--- src/rtl/apb_fsm_controller.sv ---
// APB sequencing FSM of the AHB-to-APB bridge.
// Takes the qualified AHB transfer plus its pipelined address/data/control and runs the APB
// setup and enable phases for up to three peripherals. Hreadyout stalls the AHB master while
// a buffered (pipelined) APB access is still pending.
//
// Ports
//   Hclk_i        bridge clock, rising edge
//   Hresetin_i    asynchronous active-high reset
//   valid_i       current AHB address phase is a bridge transfer
//   Hwrite_i      write flag of the current address phase
//   Hwritereg_i   Hwrite_i delayed one cycle
//   Haddr_i       current address; Haddr1_i / Haddr2_i are its 1- and 2-cycle delays
//   Hwdata_i      current write data; Hwdata1_i is its 1-cycle delay
//   tempselx_i    one-hot peripheral decode of Haddr_i
//   Pselx_o, Penable_o, Pwrite_o, Paddr_o, Pwdata_o   registered APB outputs
//   Hreadyout_o   1 = bridge accepts the next AHB phase
module apb_fsm_controller (
    input  logic        Hclk_i,
    input  logic        Hresetin_i,
    input  logic        valid_i,
    input  logic        Hwrite_i,
    input  logic        Hwritereg_i,
    input  logic [31:0] Haddr_i,
    input  logic [31:0] Haddr1_i,
    input  logic [31:0] Haddr2_i,
    input  logic [31:0] Hwdata_i,
    input  logic [31:0] Hwdata1_i,
    input  logic [2:0]  tempselx_i,
    output logic [2:0]  Pselx_o,
    output logic        Penable_o,
    output logic        Pwrite_o,
    output logic [31:0] Paddr_o,
    output logic [31:0] Pwdata_o,
    output logic        Hreadyout_o
);

    typedef enum logic [2:0] {
        StIdle,
        StRead,
        StRenable,
        StWwait,
        StWrite,
        StWritep,
        StWenable,
        StWenablep
    } state_e;

    state_e      state_q, state_d;
    logic [2:0]  sel1_q, sel2_q;
    logic [2:0]  pselx_q, pselx_d;
    logic        penable_q, penable_d;
    logic        pwrite_q, pwrite_d;
    logic [31:0] paddr_q, paddr_d;
    logic [31:0] pwdata_q, pwdata_d;
    logic        hready_q, hready_d;

    always_comb begin
        // Every APB output holds unless a transition below loads it.
        state_d   = state_q;
        pselx_d   = pselx_q;
        penable_d = penable_q;
        pwrite_d  = pwrite_q;
        paddr_d   = paddr_q;
        pwdata_d  = pwdata_q;
        hready_d  = hready_q;

        unique case (state_q)
            // IDLE and the two non-pipelined enable states share one exit rule.
            StIdle, StRenable, StWenable: begin
                if (valid_i && !Hwrite_i) begin
                    state_d   = StRead;
                    paddr_d   = Haddr_i;
                    pselx_d   = tempselx_i;
                    pwrite_d  = 1'b0;
                    penable_d = 1'b0;
                    hready_d  = 1'b0;
                end else begin
                    state_d   = (valid_i && Hwrite_i) ? StWwait : StIdle;
                    pselx_d   = 3'b000;
                    penable_d = 1'b0;
                    hready_d  = 1'b1;
                end
            end
            StRead: begin
                state_d   = StRenable;
                penable_d = 1'b1;
                hready_d  = 1'b1;
            end
            StWwait: begin
                // Write data arrives one cycle after the address, so the setup uses Haddr1.
                state_d   = valid_i ? StWritep : StWrite;
                paddr_d   = Haddr1_i;
                pwdata_d  = Hwdata_i;
                pselx_d   = sel1_q;
                pwrite_d  = 1'b1;
                penable_d = 1'b0;
                hready_d  = !valid_i;
            end
            StWrite: begin
                state_d   = valid_i ? StWenablep : StWenable;
                penable_d = 1'b1;
                hready_d  = 1'b1;
            end
            StWritep: begin
                state_d   = StWenablep;
                penable_d = 1'b1;
                hready_d  = 1'b0;
            end
            StWenablep: begin
                // Serve the transfer buffered while the previous write was in flight.
                paddr_d   = Haddr2_i;
                pselx_d   = sel2_q;
                penable_d = 1'b0;
                if (!Hwritereg_i) begin
                    state_d  = StRead;
                    pwrite_d = 1'b0;
                    hready_d = 1'b0;
                end else begin
                    state_d  = valid_i ? StWritep : StWrite;
                    pwdata_d = Hwdata1_i;
                    pwrite_d = 1'b1;
                    hready_d = !valid_i;
                end
            end
        endcase
    end

    always_ff @(posedge Hclk_i or posedge Hresetin_i) begin
        if (Hresetin_i) begin
            state_q   <= StIdle;
            sel1_q    <= 3'b000;
            sel2_q    <= 3'b000;
            pselx_q   <= 3'b000;
            penable_q <= 1'b0;
            pwrite_q  <= 1'b0;
            paddr_q   <= 32'h0;
            pwdata_q  <= 32'h0;
            hready_q  <= 1'b1;
        end else begin
            state_q   <= state_d;
            sel1_q    <= tempselx_i;
            sel2_q    <= sel1_q;
            pselx_q   <= pselx_d;
            penable_q <= penable_d;
            pwrite_q  <= pwrite_d;
            paddr_q   <= paddr_d;
            pwdata_q  <= pwdata_d;
            hready_q  <= hready_d;
        end
    end

    assign Pselx_o     = pselx_q;
    assign Penable_o   = penable_q;
    assign Pwrite_o    = pwrite_q;
    assign Paddr_o     = paddr_q;
    assign Pwdata_o    = pwdata_q;
    assign Hreadyout_o = hready_q;

endmodule

--- config.mk ---
export PLATFORM = sky130hd
export DESIGN_NAME = apb_fsm_controller
export DESIGN_NICKNAME = d
export VERILOG_FILES = /design/src/rtl/apb_fsm_controller.sv
export SDC_FILE = /design/constraint.sdc
export NUM_CORES = 1
export LEC_CHECK = 0
export CORE_ASPECT_RATIO = 2
export CORE_MARGIN = 4
export CORE_UTILIZATION = 35
export DETAILED_ROUTE_END_ITERATION = 12
export PLACE_DENSITY = 0.78
export SLEW_MARGIN = 10
export SYNTH_ARGS = -nofsm -noshare
export SYNTH_HDL_FRONTEND = slang
export SYNTH_SLANG_ARGS = --single-unit
--- constraint.sdc ---
create_clock -name Hclk_i -period 2.7 [get_ports Hclk_i]
set_input_delay 0.54 -clock Hclk_i [delete_from_list [all_inputs] [get_ports Hclk_i]]
set_output_delay 0.54 -clock Hclk_i [all_outputs]
set_load 0.1 [all_outputs]
* Word level (Yosys, flattened, before mapping)
Cells that the tools add are included.
Word-level totals: register bits 79, output and inout port bits 70, logic and storage cells 50
Cells by class: equality and inequality tests 9, muxes and demuxes 19, reductions and logical operators 13
Operators with widths (count):
- one-hot mux 32 bit (3 select lines) | 1
- 2-to-1 mux 32 bit | 2
- one-hot mux 32 bit (2 select lines) | 1
- one-hot mux 3 bit (6 select lines) | 1
- == test 3 bit (second input constant) | 4
- one-hot mux 3 bit (3 select lines) | 1
- == test 3 x 2 -> 1 bit (second input constant) | 2
- 2-to-1 mux 1 bit | 6
- 2-to-1 mux 3 bit | 2
- OR reduction 3 bit | 2
- one-hot mux 1 bit (5 select lines) | 1
- OR reduction 5 bit | 1
- 2-to-1 mux 2 bit | 2
- != test 2 bit (second input constant) | 2
- AND reduction 2 bit | 2
- == test 3 x 1 -> 1 bit (second input constant) | 1
- zero test 3 bit | 1
- one-hot mux 1 bit (3 select lines) | 1
- nonzero test 3 bit | 1
- logical AND 1 bit | 2
- zero test 1 bit | 2
- one-hot mux 1 bit (2 select lines) | 1
- nonzero test 2 bit | 1
- OR reduction 2 bit | 1

* Logic depth before layout (Yosys ltp)
depth in word-level cells 4, mapped depth 6

* Worst setup path before layout
Ideal clock, no wire load.
path type register to register, start point register state_q[2], end point register paddr_q[2], in the netlist Paddr_o[2], arrival 1.490 ns, setup slack 1.084 ns, cell stages (with the launch flop) 7, path buffers 3, clock period less this slack 1.616 ns, path through dfrtp_1 buf_2 o21bai_2 o21a_1 buf_6 buf_8 mux2_2
Between the ends: cells in the longest elaborated chain, start to end 4
Ends and longest elaborated chain:
- from (decl) | line 48 | state_e state_q, state_d;
- from (signal assigned) | line 130 | state_q <= StIdle;
- from (signal assigned) | line 140 | state_q <= state_d;
- == test 3 x 2 -> 1 bit, or another cell as far along | line 67 | unique case (state_q)
- OR reduction 3 bit | line 67
- != test 2 bit (no line) or nonzero test 3 bit (tied branches)
- AND reduction 2 bit (no line)
- to (signal assigned) | line 146 | paddr_q <= paddr_d;
- to (decl) | line 53 | logic [31:0] paddr_q, paddr_d;
Parallel ways exist; a longest one is shown, timed or not. A chain may end at the register's enable or synchronous reset.

* Worst setup path after layout
start point register state_q[0], end point register paddr_q[13], in the netlist Paddr_o[13]
The elaborated chain is that of the path after synthesis.

==> reports/results.tsv <==
metric	value	unit
drt total wl	12.3	mm
via count of the first global-routing pass	3808	
routability-driven placement congestion ratio	0.796	
hold path endpoint	sel2_q[2]	
Clock transition at path regs	0.06	ns
cell count after synthesis	334	
flop2flop setup slack	0.67	ns
DRT Pass-1 Iters	4	
total number of yosys warnings	0	
cts bufs inserted	9	
startpoint of the tightest hold check path	sel1_q[2]	
crit path buf inv count	2	
Chip Width	85.2	um
Initial Utilization	35.7	%
Setup CP Type	reg -> reg	
routed length per placed instance	17.3	um
highest cell delay on the worst timing path	0.50	ns
Die ar.	0.0138	mm2
worst slew slack as a fraction of its limit	57.7	%
most instantiated cells after synthesis	sky130_fd_sc_hd__mux2_2 (94), sky130_fd_sc_hd__dfrtp_1 (78), sky130_fd_sc_hd__a21oi_1 (64), sky130_fd_sc_hd__mux2i_1 (32), sky130_fd_sc_hd__buf_6 (10)	
DIE HEIGHT	162	um
post-route minimum period	2.03	ns
total setup violations reported at the end of the flow	0	
antenna violations before repair	0	
layout cells sized above 1	34.6	%
initial drt markers	65	
CP cell instances	buf_4 -> and2_1 -> buf_4 -> a21oi_1 -> mux2_2	
final max-slew violation count	0	
Post-synth EDFFs	0	
source-to-sink clock delay at the later pin of the worst-skew pair	0.33	ns
capture point of the worst reg-to-reg path	Paddr_o[13]	
CP Launch Type	flop	
#FFs+latches synth	79	
std cell rows	56	
status	complete, no violations	
family with the most delay on the worst path	buffers and inverters	
count of vias placed by the detailed router	3515	
synthesized net count	502	
largest fanout on the critical path	37	
total global routing overflow	0	
Post-CTS Resized	0	
antenna-violating nets left	0	
type of the most critical hold path	reg -> reg	
Buffers on Ports	237	
GRT Util Overall	17.4	%
area delta synth->final	60.6	%
synth unique cells	28	
Final Core Density	57.2	%
Max-cap violations	0	
synthesized area divided by synthesized cell count	12.5	um2
Core Footprint	0.0117	mm2
diodes inserted	0	
instance count along the most critical hold path	0	
number of cells on the worst reg-to-reg path	5	
netlist area before placement	0.00417	mm2
actual slew at the worst max-slew pin	0.634	ns
half-perimeter wire length after detailed placement	9.79	mm
most frequently used flop master after synthesis	sky130_fd_sc_hd__dfrtp_1	
first-pass GRT wire length	18.9	mm
total count of hold-check failures in the final report	0	
TritonCTS clock tree	yes	
clock skew	0.00535	ns
root buf cell	sky130_fd_sc_hd__clkbuf_16	
sequential cell area fraction in the yosys report	47.4	%
Setup Buffers After CTS	0	
final period utilization	75.2	%
cts-stage hold buffer count	0	
cell types occupying the most area after synthesis	sky130_fd_sc_hd__dfrtp_1 (47%), sky130_fd_sc_hd__mux2_2 (25%), sky130_fd_sc_hd__a21oi_1 (7.7%)	
cell with the most instances after synthesis	sky130_fd_sc_hd__mux2_2	
total number of nets in the final design	730	
clk sinks	79	
setup_tns	0	ns
number of placed I/O pins	238	
data arrival at the endpoint of the critical path	2.24	ns
number of H-tree branching levels	3	
proportion of register bits with asynchronous set or reset after synthesis	100	%
most repeated library cell on the critical path	sky130_fd_sc_hd__buf_4	
largest net degree at the start of global routing	46	
maximum frequency from static timing analysis	493	MHz
setup repair after global routing missed its margin	no	
critical path's slowest cell	sky130_fd_sc_hd__dfrtp_1	
worst path required time	2.91	ns
via density per instance	4.94	
final routed DRC violation total	0	
buffer depth of the longest clock path	2	
launch point of the worst reg-to-reg path	state_q[0]	
kind of end point of the critical path	flop	
biggest area consumer among synthesized cells	sky130_fd_sc_hd__dfrtp_1	
area share of the leading cell type in the synthesized netlist	46.8	%
==> metrics by stage <==
stage / area, um2 / worst slack [ns] / std cells / hold WS [ns]
6_report: 6700 / 0.671 / 711 / 0.372
5_1_grt: 6700 / 0.555 / 711 / 0.375
4_1_cts: 6700 / 0.648 / 711 / 0.377
3_5_place_dp: 6420 / 0.434 / 696 / 0.363
3_3_place_gp: 6420 / 0.465 / 696 / 0.355
2_1_floorplan: 4170 / 0.138 / 334 / 0.350
==> state kept, by name (all words and copies together), names as in the netlist <==
name         cells
Hreadyout_o      1
Paddr_o         32
Penable_o        1
Pselx_o          3
Pwdata_o        32
Pwrite_o         1
sel1_q           3
sel2_q           3
state_q          3
==> per-layer routing <==
| layer | GRT usage [%] | share of wire (%) | vias up |
|---|---|---|---|
| met2 | 35.0 | 59 | 152 |
| li1 | - | - | 1661 |
| met4 | 5.84 | 1.4 | 0 |
| met3 | 4.81 | 7.9 | 13 |
| met5 | 0 | 0 | - |
| met1 | 16.2 | 32 | 1689 |
==> placed cells by master, fill, tap and decap left out, types with 2 or more instances in the layout <==
cell type	Yosys	routed
sky130_fd_sc_hd__clkdlybuf4s50_1	0	167
sky130_fd_sc_hd__clkbuf_16	0	9
sky130_fd_sc_hd__mux2i_1	32	32
sky130_fd_sc_hd__clkinv_2	0	3
sky130_fd_sc_hd__a21oi_1	64	64
sky130_fd_sc_hd__inv_1	5	4
sky130_fd_sc_hd__o21ai_0	2	2
sky130_fd_sc_hd__a31oi_1	3	3
sky130_fd_sc_hd__nand2_1	6	6
sky130_fd_sc_hd__dfrtp_1	78	77
sky130_fd_sc_hd__buf_12	0	2
sky130_fd_sc_hd__nand3_1	3	3
sky130_fd_sc_hd__mux2_4	5	5
sky130_fd_sc_hd__mux2_2	94	94
sky130_fd_sc_hd__clkbuf_1	4	2
sky130_fd_sc_hd__nor2_1	3	3
sky130_fd_sc_hd__buf_4	4	75
==> worst max-delay path by stage <==
stage,slack [ns],end,start,cells past startpoint
floorplan,0.14,Paddr_o[0],Hresetin_i,1
global placement,0.46,Paddr_o[25],valid_i,5
detailed placement,0.43,Paddr_o[15],valid_i,5
CTS,0.65,Paddr_o[13],state_q[0],5
global route,0.56,Paddr_o[13],state_q[0],5
finish,0.67,Paddr_o[13],state_q[0],5
==> final cells by class <==
class                           count  area, um2
Multi-Input combinational cell    223       1960
Timing Repair Buffer              244       2270
Tap cell                          145        181
Fill cell                         987       5000
Clock inverter                      4       47.5
Sequential cell                    79       1980
Inverter                            5       20.0
Clock buffer                       11        233
==> logic make-up after synthesis <==
logic type | Yosys count | synth area share [%]
flops | 79 | 47.4
mux | 131 | 34.9
buf+inv | 32 | 5.55
compound gates | 76 | 10.0
simple gates | 16 | 2.16
Power is not shown: default switching activity piles up to over one toggle a cycle in this logic, so the estimate is an artifact.
